===== config.mk =====
export PLATFORM = sky130hd
export DESIGN_NAME = pipe_stage_reg_flat
export DESIGN_NICKNAME = d
export VERILOG_FILES = /design/src/rtl/pipe_pkg.sv /design/src/rtl/pipe_stage_reg_if.sv /design/src/rtl/pipe_slot.sv /design/src/rtl/pipe_stage_reg.sv /design/src/flat_wrapper.sv
export SDC_FILE = /design/constraint.sdc
export NUM_CORES = 1
export LEC_CHECK = 0
export CAP_MARGIN = 10
export CORE_ASPECT_RATIO = 0.75
export CORE_UTILIZATION = 45
export CTS_BUF_LIST = sky130_fd_sc_hd__clkbuf_4
export CTS_CLUSTER_DIAMETER = 50
export DETAILED_ROUTE_END_ITERATION = 16
export PLACE_DENSITY = 0.82
export RECOVER_POWER = 50
export SETUP_SLACK_MARGIN = 0.15
export SLEW_MARGIN = 20
export SYNTH_ARGS = -nofsm -noshare
export SYNTH_HDL_FRONTEND = slang
export SYNTH_SLANG_ARGS = --single-unit

===== constraint.sdc =====
create_clock -name clk -period 1.95 [get_ports clk]
set_input_delay 0.39 -clock clk [delete_from_list [all_inputs] [get_ports clk]]
set_output_delay 0.39 -clock clk [all_outputs]
set_load 0.01 [all_outputs]

===== src/rtl/pipe_pkg.sv =====
// pipe_pkg: shared pipeline payload types and widths.
// Each stage-boundary payload is a packed struct. Its flat width is exported as a
// localparam so that a pipe_stage_reg instance can be sized to carry it.
package pipe_pkg;

    localparam int unsigned PIPE_CNT_W = 16;

    typedef struct packed {
        logic [31:0] pc;
        logic [31:0] instr;
    } if_id_t;

    typedef struct packed {
        logic [31:0] pc;
        logic [31:0] rs1;
        logic [31:0] rs2;
        logic [31:0] imm;
        logic [4:0]  rd;
        logic [4:0]  alu_op;
        logic [1:0]  op1_src;
        logic [2:0]  op2_src;
        logic        pc_op1_src;
        logic [1:0]  next_pc_src;
        logic [1:0]  wb_src;
        logic        reg_we;
        logic        ram_rd;
        logic        ram_we;
        logic        stdin_re;
        logic        stdout_we;
    } id_ex_t;

    typedef struct packed {
        logic [31:0] pc;
        logic [31:0] alu_res;
        logic [31:0] store_data;
        logic [4:0]  rd;
        logic [1:0]  wb_src;
        logic        reg_we;
        logic        ram_rd;
        logic        ram_we;
        logic        stdin_re;
        logic        stdout_we;
    } ex_mem_t;

    typedef struct packed {
        logic [31:0] pc;
        logic [31:0] alu_res;
        logic [31:0] mem_data;
        logic [4:0]  rd;
        logic [1:0]  wb_src;
        logic        reg_we;
    } mem_wb_t;

    localparam int unsigned IF_ID_W  = $bits(if_id_t);
    localparam int unsigned ID_EX_W  = $bits(id_ex_t);
    localparam int unsigned EX_MEM_W = $bits(ex_mem_t);
    localparam int unsigned MEM_WB_W = $bits(mem_wb_t);

endpackage


===== src/rtl/pipe_stage_reg_if.sv =====
// pipe_stage_reg_if: valid/ready stream with an opaque payload.
//   valid : producer offers data
//   ready : consumer accepts this cycle
//   data  : payload, WIDTH bits
// The master modport is the producer side and the slave modport is the consumer side.
interface pipe_stage_reg_if #(
    parameter int unsigned WIDTH = 32
);
    logic             valid;
    logic             ready;
    logic [WIDTH-1:0] data;

    modport master (output valid, output data, input ready);
    modport slave  (input valid, input data, output ready);
endinterface


===== src/rtl/pipe_slot.sv =====
// pipe_slot: a single valid+data register.
//   clk, reset : rising-edge clock, asynchronous active-high reset
//   clr        : clear valid (wins over load); data is kept
//   load       : capture d and set valid
//   d          : incoming payload
//   valid, q   : held valid bit and payload
module pipe_slot #(
    parameter int unsigned WIDTH = 32
) (
    input  logic             clk,
    input  logic             reset,
    input  logic             clr,
    input  logic             load,
    input  logic [WIDTH-1:0] d,
    output logic             valid,
    output logic [WIDTH-1:0] q
);

    always_ff @(posedge clk or posedge reset) begin
        if (reset) begin
            valid <= 1'b0;
            q     <= '0;
        end else if (clr) begin
            valid <= 1'b0;
        end else if (load) begin
            valid <= 1'b1;
            q     <= d;
        end
    end

endmodule


===== src/rtl/pipe_stage_reg.sv =====
// pipe_stage_reg: valid/ready pipeline stage register with flush and a stall counter.
// Build option: define PIPE_STAGE_SKID_EN to add a second (skid) slot. This makes
// up.ready a pure flop output and sustains full throughput under backpressure.
// Ports:
//   clk, reset : rising-edge clock, asynchronous active-high reset
//   flush      : synchronous squash of all held entries (data kept, valids cleared)
//   up         : upstream stream (in_valid / in_ready / in_data)
//   dn         : downstream stream (out_valid / out_ready / out_data)
//   stall_clr  : synchronous clear of stall_cnt
//   stall_cnt  : saturating count of cycles with dn.valid && !dn.ready
module pipe_stage_reg
    import pipe_pkg::*;
#(
    parameter int unsigned WIDTH     = 32,
    parameter int unsigned CNT_WIDTH = PIPE_CNT_W
) (
    input  logic                 clk,
    input  logic                 reset,
    input  logic                 flush,
    pipe_stage_reg_if.slave      up,
    pipe_stage_reg_if.master     dn,
    input  logic                 stall_clr,
    output logic [CNT_WIDTH-1:0] stall_cnt
);

    localparam logic [CNT_WIDTH-1:0] CntMax = '1;

    logic             main_valid;
    logic [WIDTH-1:0] main_data;
    logic             main_load;
    logic             main_clr;
    logic [WIDTH-1:0] main_d;
    logic             in_fire;
    logic             out_fire;
    logic [CNT_WIDTH-1:0] stall_q;

    assign in_fire  = up.valid && up.ready;
    assign out_fire = main_valid && dn.ready;

`ifdef PIPE_STAGE_SKID_EN
    logic             skid_valid;
    logic [WIDTH-1:0] skid_data;
    logic             skid_load;
    logic             skid_clr;

    assign up.ready = !skid_valid;

    // skid_valid implies main_valid, and no input is accepted while the skid is full.
    always_comb begin
        skid_load = in_fire && main_valid && !dn.ready;
        skid_clr  = flush || (skid_valid && dn.ready);
        main_load = (skid_valid && dn.ready) || (in_fire && (!main_valid || dn.ready));
        main_clr  = flush || (out_fire && !skid_valid && !in_fire);
        main_d    = skid_valid ? skid_data : up.data;
    end

    pipe_slot #(
        .WIDTH (WIDTH)
    ) u_skid (
        .clk   (clk),
        .reset (reset),
        .clr   (skid_clr),
        .load  (skid_load),
        .d     (up.data),
        .valid (skid_valid),
        .q     (skid_data)
    );
`else
    // Combinational path from dn.ready: a drained head frees the slot in the same cycle.
    assign up.ready = !main_valid || dn.ready;

    always_comb begin
        main_load = in_fire;
        main_clr  = flush || (out_fire && !in_fire);
        main_d    = up.data;
    end
`endif

    pipe_slot #(
        .WIDTH (WIDTH)
    ) u_main (
        .clk   (clk),
        .reset (reset),
        .clr   (main_clr),
        .load  (main_load),
        .d     (main_d),
        .valid (main_valid),
        .q     (main_data)
    );

    assign dn.valid = main_valid;
    assign dn.data  = main_data;

    always_ff @(posedge clk or posedge reset) begin
        if (reset) begin
            stall_q <= '0;
        end else if (stall_clr) begin
            stall_q <= '0;
        end else if (main_valid && !dn.ready && (stall_q != CntMax)) begin
            stall_q <= stall_q + 1'b1;
        end
    end

    assign stall_cnt = stall_q;

endmodule

===== src/flat_wrapper.sv =====
// flat-port wrapper written by rule: the top's interface ports become plain ports
module pipe_stage_reg_flat import pipe_pkg::*;
#(
    parameter int unsigned WIDTH     = 32,
    parameter int unsigned CNT_WIDTH = PIPE_CNT_W
)
  (clk, reset, flush, stall_clr, stall_cnt, up_valid, up_data, up_ready, dn_valid, dn_data, dn_ready);
  pipe_stage_reg_if #(.WIDTH(WIDTH)) up_i ();
  pipe_stage_reg_if #(.WIDTH(WIDTH)) dn_i ();
  input  logic clk;
  input  logic reset;
  input  logic flush;
  input  logic stall_clr;
  output logic [CNT_WIDTH-1:0] stall_cnt;
  input wire logic [$bits(up_i.valid)-1:0] up_valid;
  input wire logic [$bits(up_i.data)-1:0] up_data;
  output wire logic [$bits(up_i.ready)-1:0] up_ready;
  output wire logic [$bits(dn_i.valid)-1:0] dn_valid;
  output wire logic [$bits(dn_i.data)-1:0] dn_data;
  input wire logic [$bits(dn_i.ready)-1:0] dn_ready;
  assign up_i.valid = up_valid;
  assign up_i.data = up_data;
  assign up_ready = up_i.ready;
  assign dn_valid = dn_i.valid;
  assign dn_data = dn_i.data;
  assign dn_i.ready = dn_ready;
  pipe_stage_reg #(.WIDTH(WIDTH), .CNT_WIDTH(CNT_WIDTH)) u_core (.clk(clk), .reset(reset), .flush(flush), .up(up_i), .dn(dn_i), .stall_clr(stall_clr), .stall_cnt(stall_cnt));
endmodule

# Yosys cells after proc, flatten, opt, wreduce, memory -nomap -nowiden
# Index checks and enable logic that the tools add are counted.
[classes] n_addsub=1 n_eq_ne=1 mux=4 n_bitwise=1 reduce_logical=13
[op_table] operator="2-to-1 mux 16 bit" n=2
[op_table] operator="adder 16 x 1 -> 16 bit (second input constant)" n=1
[op_table] operator="inequality test 16 bit (second input constant)" n=1
[op_table] operator="logical AND 1 bit" n=5
[op_table] operator="nonzero test 2 bit" n=2
[op_table] operator="zero test 1 bit" n=3
[op_table] operator="logical OR 1 bit" n=2
[op_table] operator="2-to-1 mux 1 bit" n=2
[op_table] operator="AND reduction 2 bit" n=1
[op_table] operator="inverter 1 bit" n=1
[totals] reg_bits=49 in_bits=38 out_inout_bits=50 wordCells=23

# Logic depth before layout (Yosys ltp)
[depth] depth_word=8 depth_mapped=6 mapped_depth_nobuf=5

# By module
# A second synthesis with hierarchy kept.
[hier_totals] hier_cells=183 area_unflattened_um2=2414.8
[modules_own_cells] mod="pipe_slot" instances=1 cells_per_inst=73 area_each_um2=1395.1
[modules_own_cells] mod="pipe_stage_reg" instances=1 cells_per_inst=110 area_each_um2=1019.7

# Worst setup path after synthesis
# Ideal clock, no wire load.
[synth_timing] path_type="flip-flop to flip-flop" start="reg u_core.stall_q[0], in the netlist u_core.stall_cnt[0]" end="reg u_core.stall_q[15], in the netlist u_core.stall_cnt[15]" setup_ns=0.125 arrival_ns=1.685 required_ns=1.825 path_slack_ns=0.140 path_stages_with_launch=6 path_buffers=0 synth_period_minus_slack_ns=1.810 path_cell_list="dfrtp_1 ha_1 and4_1 and4_4 nor4_1 mux2_2"
[synth_between] elab_chain_len=3
[synth_lines] element="from (decl)" line_no="pipe_stage_reg.sv:35" text="logic [CNT_WIDTH-1:0] stall_q;"
[synth_lines] element="from (signal assigned)" line_no="pipe_stage_reg.sv:100" text="stall_q <= stall_q + 1'b1;"
[synth_lines] element="adder 16 x 1 -> 16 bit or inequality test 16 bit (tied branches)" line_no="pipe_stage_reg.sv:100, pipe_stage_reg.sv:99"
[synth_lines] element="2-to-1 mux 16 bit or logical AND 1 bit (tied branches)" line_no="pipe_stage_reg.sv:99" text="end else if (main_valid && !dn.ready && (stall_q != CntMax)) begin"
[synth_lines] element="2-to-1 mux 16 bit or nonzero test 2 bit (tied branches)"
# Parallel ways exist; a longest one is shown, timed or not. The select of a mux whose other input is x is not followed.
# A chain may end at the register's enable or synchronous reset.

# Worst setup path after layout
[layout_timing] start="reg u_core.stall_q[0], in the netlist u_core.stall_cnt[0]" end="reg u_core.stall_q[5], in the netlist u_core.stall_cnt[5]"
# The elaborated chain is that of the path after synthesis.

==> metrics.txt <==
sequential area share after synthesis=54.5%; CORE AREA=4620 sq um; Sequential Power Share=approximately half; row cnt=21; CP Launch Type=register; max incr delay on CP=between 400 and 500 ps; initial antenna violation count=0; Core Util, Final=75.6%; die height=63.2 um; Reg area=around 1200 sq um; M2 GR Usage=34.9%; Starting Density=48.6%; Yosys top cell area share=54.5%; Leakage=1.44 nW; CP endpoint kind=register; HPWL Detailed=3930 um; nets=332; RSZ-0062 raised after global routing=yes; Logic pwr share=24.0%; Net Switching=0.575 mW; Synth Net Count=214; PwrDens=675 nW/um^2; clock transition at the registers of the reported paths=150 ps; number of global-route vias before repair=1877; GRT Overall Usage=between 20 and 25%; final worst slack=126 ps; die width=83.6 um; top cells by area, synth=dfrtp_1 (55%), mux2_2 (17%), mux2_4 (2.7%); Final Setup Violations=0; RR Startpoint=u_core.stall_cnt[0]; RR Endpoint=u_core.stall_cnt[5]; ratio of cells with drive above 1 in the final layout=33.0%; Hold WS=503 ps; IO Count=88; # DRC=0; Worst-Skew Late Latency=~360 ps; CTS tree=built; peak supply drop=slightly below 0.0005 V; Final TNS setup=0 ps; sw frac=24.3%; worst slew pin tran=630 ps; Synth area leader=dfrtp_1; Cell variety after synth=33; Final Skew=between 15 and 20 ps; first-pass GRT wire length=between 9000 and 10000 um; DR WL/cell=15.7 um; CP top delay family=simple AND/OR/NAND/NOR gates; die area=between 5000 and 6000 sq um; Hold Crit Class=register to register; Post-DRT Antenna Nets=0; Via density=5.34; Max Slew Vio Count=0; DRT Pass-1 Iters=4; WP data arrival=around 2100 ps; root buf cell=clkbuf_4; # fillers=around 320; grt total ovfl=0; final wirelength=approximately 5500 um; Num CTS Buffers=5; CP required=2220 ps; placer congestion estimate=0.718; Layout area overhead=55.4%; WP buf/inv=1; crit path max fanout=4; Crit path depth=6; Clk network pwr share=25.6%; maxcap violations=0; Hold Path Cell Cnt=1; Multi-input gate area=~1000 sq um; ant diodes=0; period utilization=93.5%; crit path launch=u_core.stall_cnt[0]; synthesized area=between 2000 and 2500 sq um; Final Cell Area=about 3500 sq um; placed cell area=~3300 sq um; Max Fclk=0.548 GHz; largest net degree at the start of global routing=27; Period minus WS final=1820 ps; hold buffers post-CTS=0; # H-tree levels=2; CP max stage cell=dfrtp_2; Mean Syn Cell Area=12.8 sq um; status=complete, no violations; met1 usage=about 30%; TritonCTS Sinks=49; Worst Setup EP=u_core.stall_cnt[5]; critical path type=register to register; iteration-0 DRC count of the detailed router=48; R2R depth=6; Longest Clk Path Bufs=2; Yosys reg bits=49; pre-CTS WS=-130 ps; via count=1875; Syn Inst Count=between 150 and 200; final hold viol count=0; GRT met3 Usage=5.24%; gr busiest metal=met2; Synth Warn #=0; max_slew headroom=58.0%; Int Power=1.79 mW; Port Buf Inserts=87; CP Cell Sequence=ha_1 -> and4_4 -> and4_2 -> buf_4 -> a21oi_2 -> mux2_4; setup slack, reg-to-reg=130 ps
-- timing repair --
item                                    in CTS  in global routing
pin swaps                                    1                  1
endpoints found under the setup margin      12                 18
resized for setup                           11                 11
buffers inserted                             5                  7
gates cloned                                 0                  1
-- flip-flops by register name, indices dropped and copies added, names as in the netlist --
signal,cells
u_core.u_main.q,32
u_core.u_main.valid,1
u_core.stall_cnt,16
-- routing by layer --
layer / routed length, um / part of all wire [%] / up-vias
met5: 0 / 0 / -
met2: 2460 / 45 / 70
met1: 2620 / 48 / 917
li1: - / - / 881
met4: 32 / 0.58 / 0
met3: 376 / 6.8 / 7
-- cells in the mapped netlist, drive strengths merged --
master  count
dfrtp      49
mux2       39
a21oi      13
nor2       12
nor2b       7
and4        6
nand4       6
buf         5
nand2       4
nand2b      4
o31ai       4
clkbuf      3
inv         3
nand3       3
or3         3
or4         3
a31o        2
a311oi      1
and2        1
ha          1
mux2i       1
nand4b      1
nor3b       1
nor4        1
o21ai       1
o41ai       1
-- metrics by stage --
step,std cells,total power [mW]
after floorplan,175,1.42
after global placement,330,1.78
after detailed placement,330,1.79
after CTS,343,2.39
after global routing,351,2.48
final,351,2.36
-- kinds of logic (layout without fill, tap and decap cells) --
logic type / count (synthesis) / after routing / synth area share (%)
simple gates: 52 / 53 / 14.7
flops: 49 / 49 / 54.5
mux: 40 / 40 / 20.6
compound gates: 22 / 22 / 6.96
buf+inv: 11 / 129 / 2.56
fa+ha+maj: 1 / 1 / 0.556
-- placed cells by master (no fill, tap or decap), types with 5 or more instances in the layout --
master           Yosys  layout
a21oi_1              9       6
a21oi_2              4       6
buf_4                0      23
clkbuf_1             2       5
clkbuf_4             1       7
clkdlybuf4s50_1      0      80
dfrtp_1             49      42
dfrtp_2              0       7
mux2_2              33      33
nand4_1              5       5
nor2_1              12      12
nor2b_1              7       7
-- power groups by stage --
| stage | registers [mW] | clock network, mW | logic, mW |
|---|---|---|---|
| floorplan | 1.26 | 0 | 0.157 |
| global placement | 1.20 | 0 | 0.575 |
| detailed placement | 1.21 | 0 | 0.583 |
| CTS | 1.19 | 0.616 | 0.587 |
| global route | 1.21 | 0.671 | 0.605 |
| finish | 1.19 | 0.605 | 0.566 |
-- cell type report --
type	count	area share (%)
sequential	49	35.3
clock inverter	2	1.11
tap	57	2.04
multi-input combinational	116	29.1
clock buffer	6	1.29
inverter	3	0.322
timing repair buffer	118	30.8
-- how the worst min path moves through the flow --
| stage | end | startpoint | slack [ps] |
|---|---|---|---|
| after floorplan | u_core.u_main.valid | flush | 460 |
| after global placement | u_core.u_main.q[20] | u_core.u_main.q[20] | 470 |
| after detailed placement | u_core.u_main.q[20] | u_core.u_main.q[20] | 480 |
| after CTS | u_core.u_main.valid | reset | 320 |
| after global routing | u_core.u_main.q[20] | u_core.u_main.q[20] | 540 |
| final | u_core.u_main.q[20] | u_core.u_main.q[20] | 500 |
No activity file was read; power rests on OpenSTA's default activity.
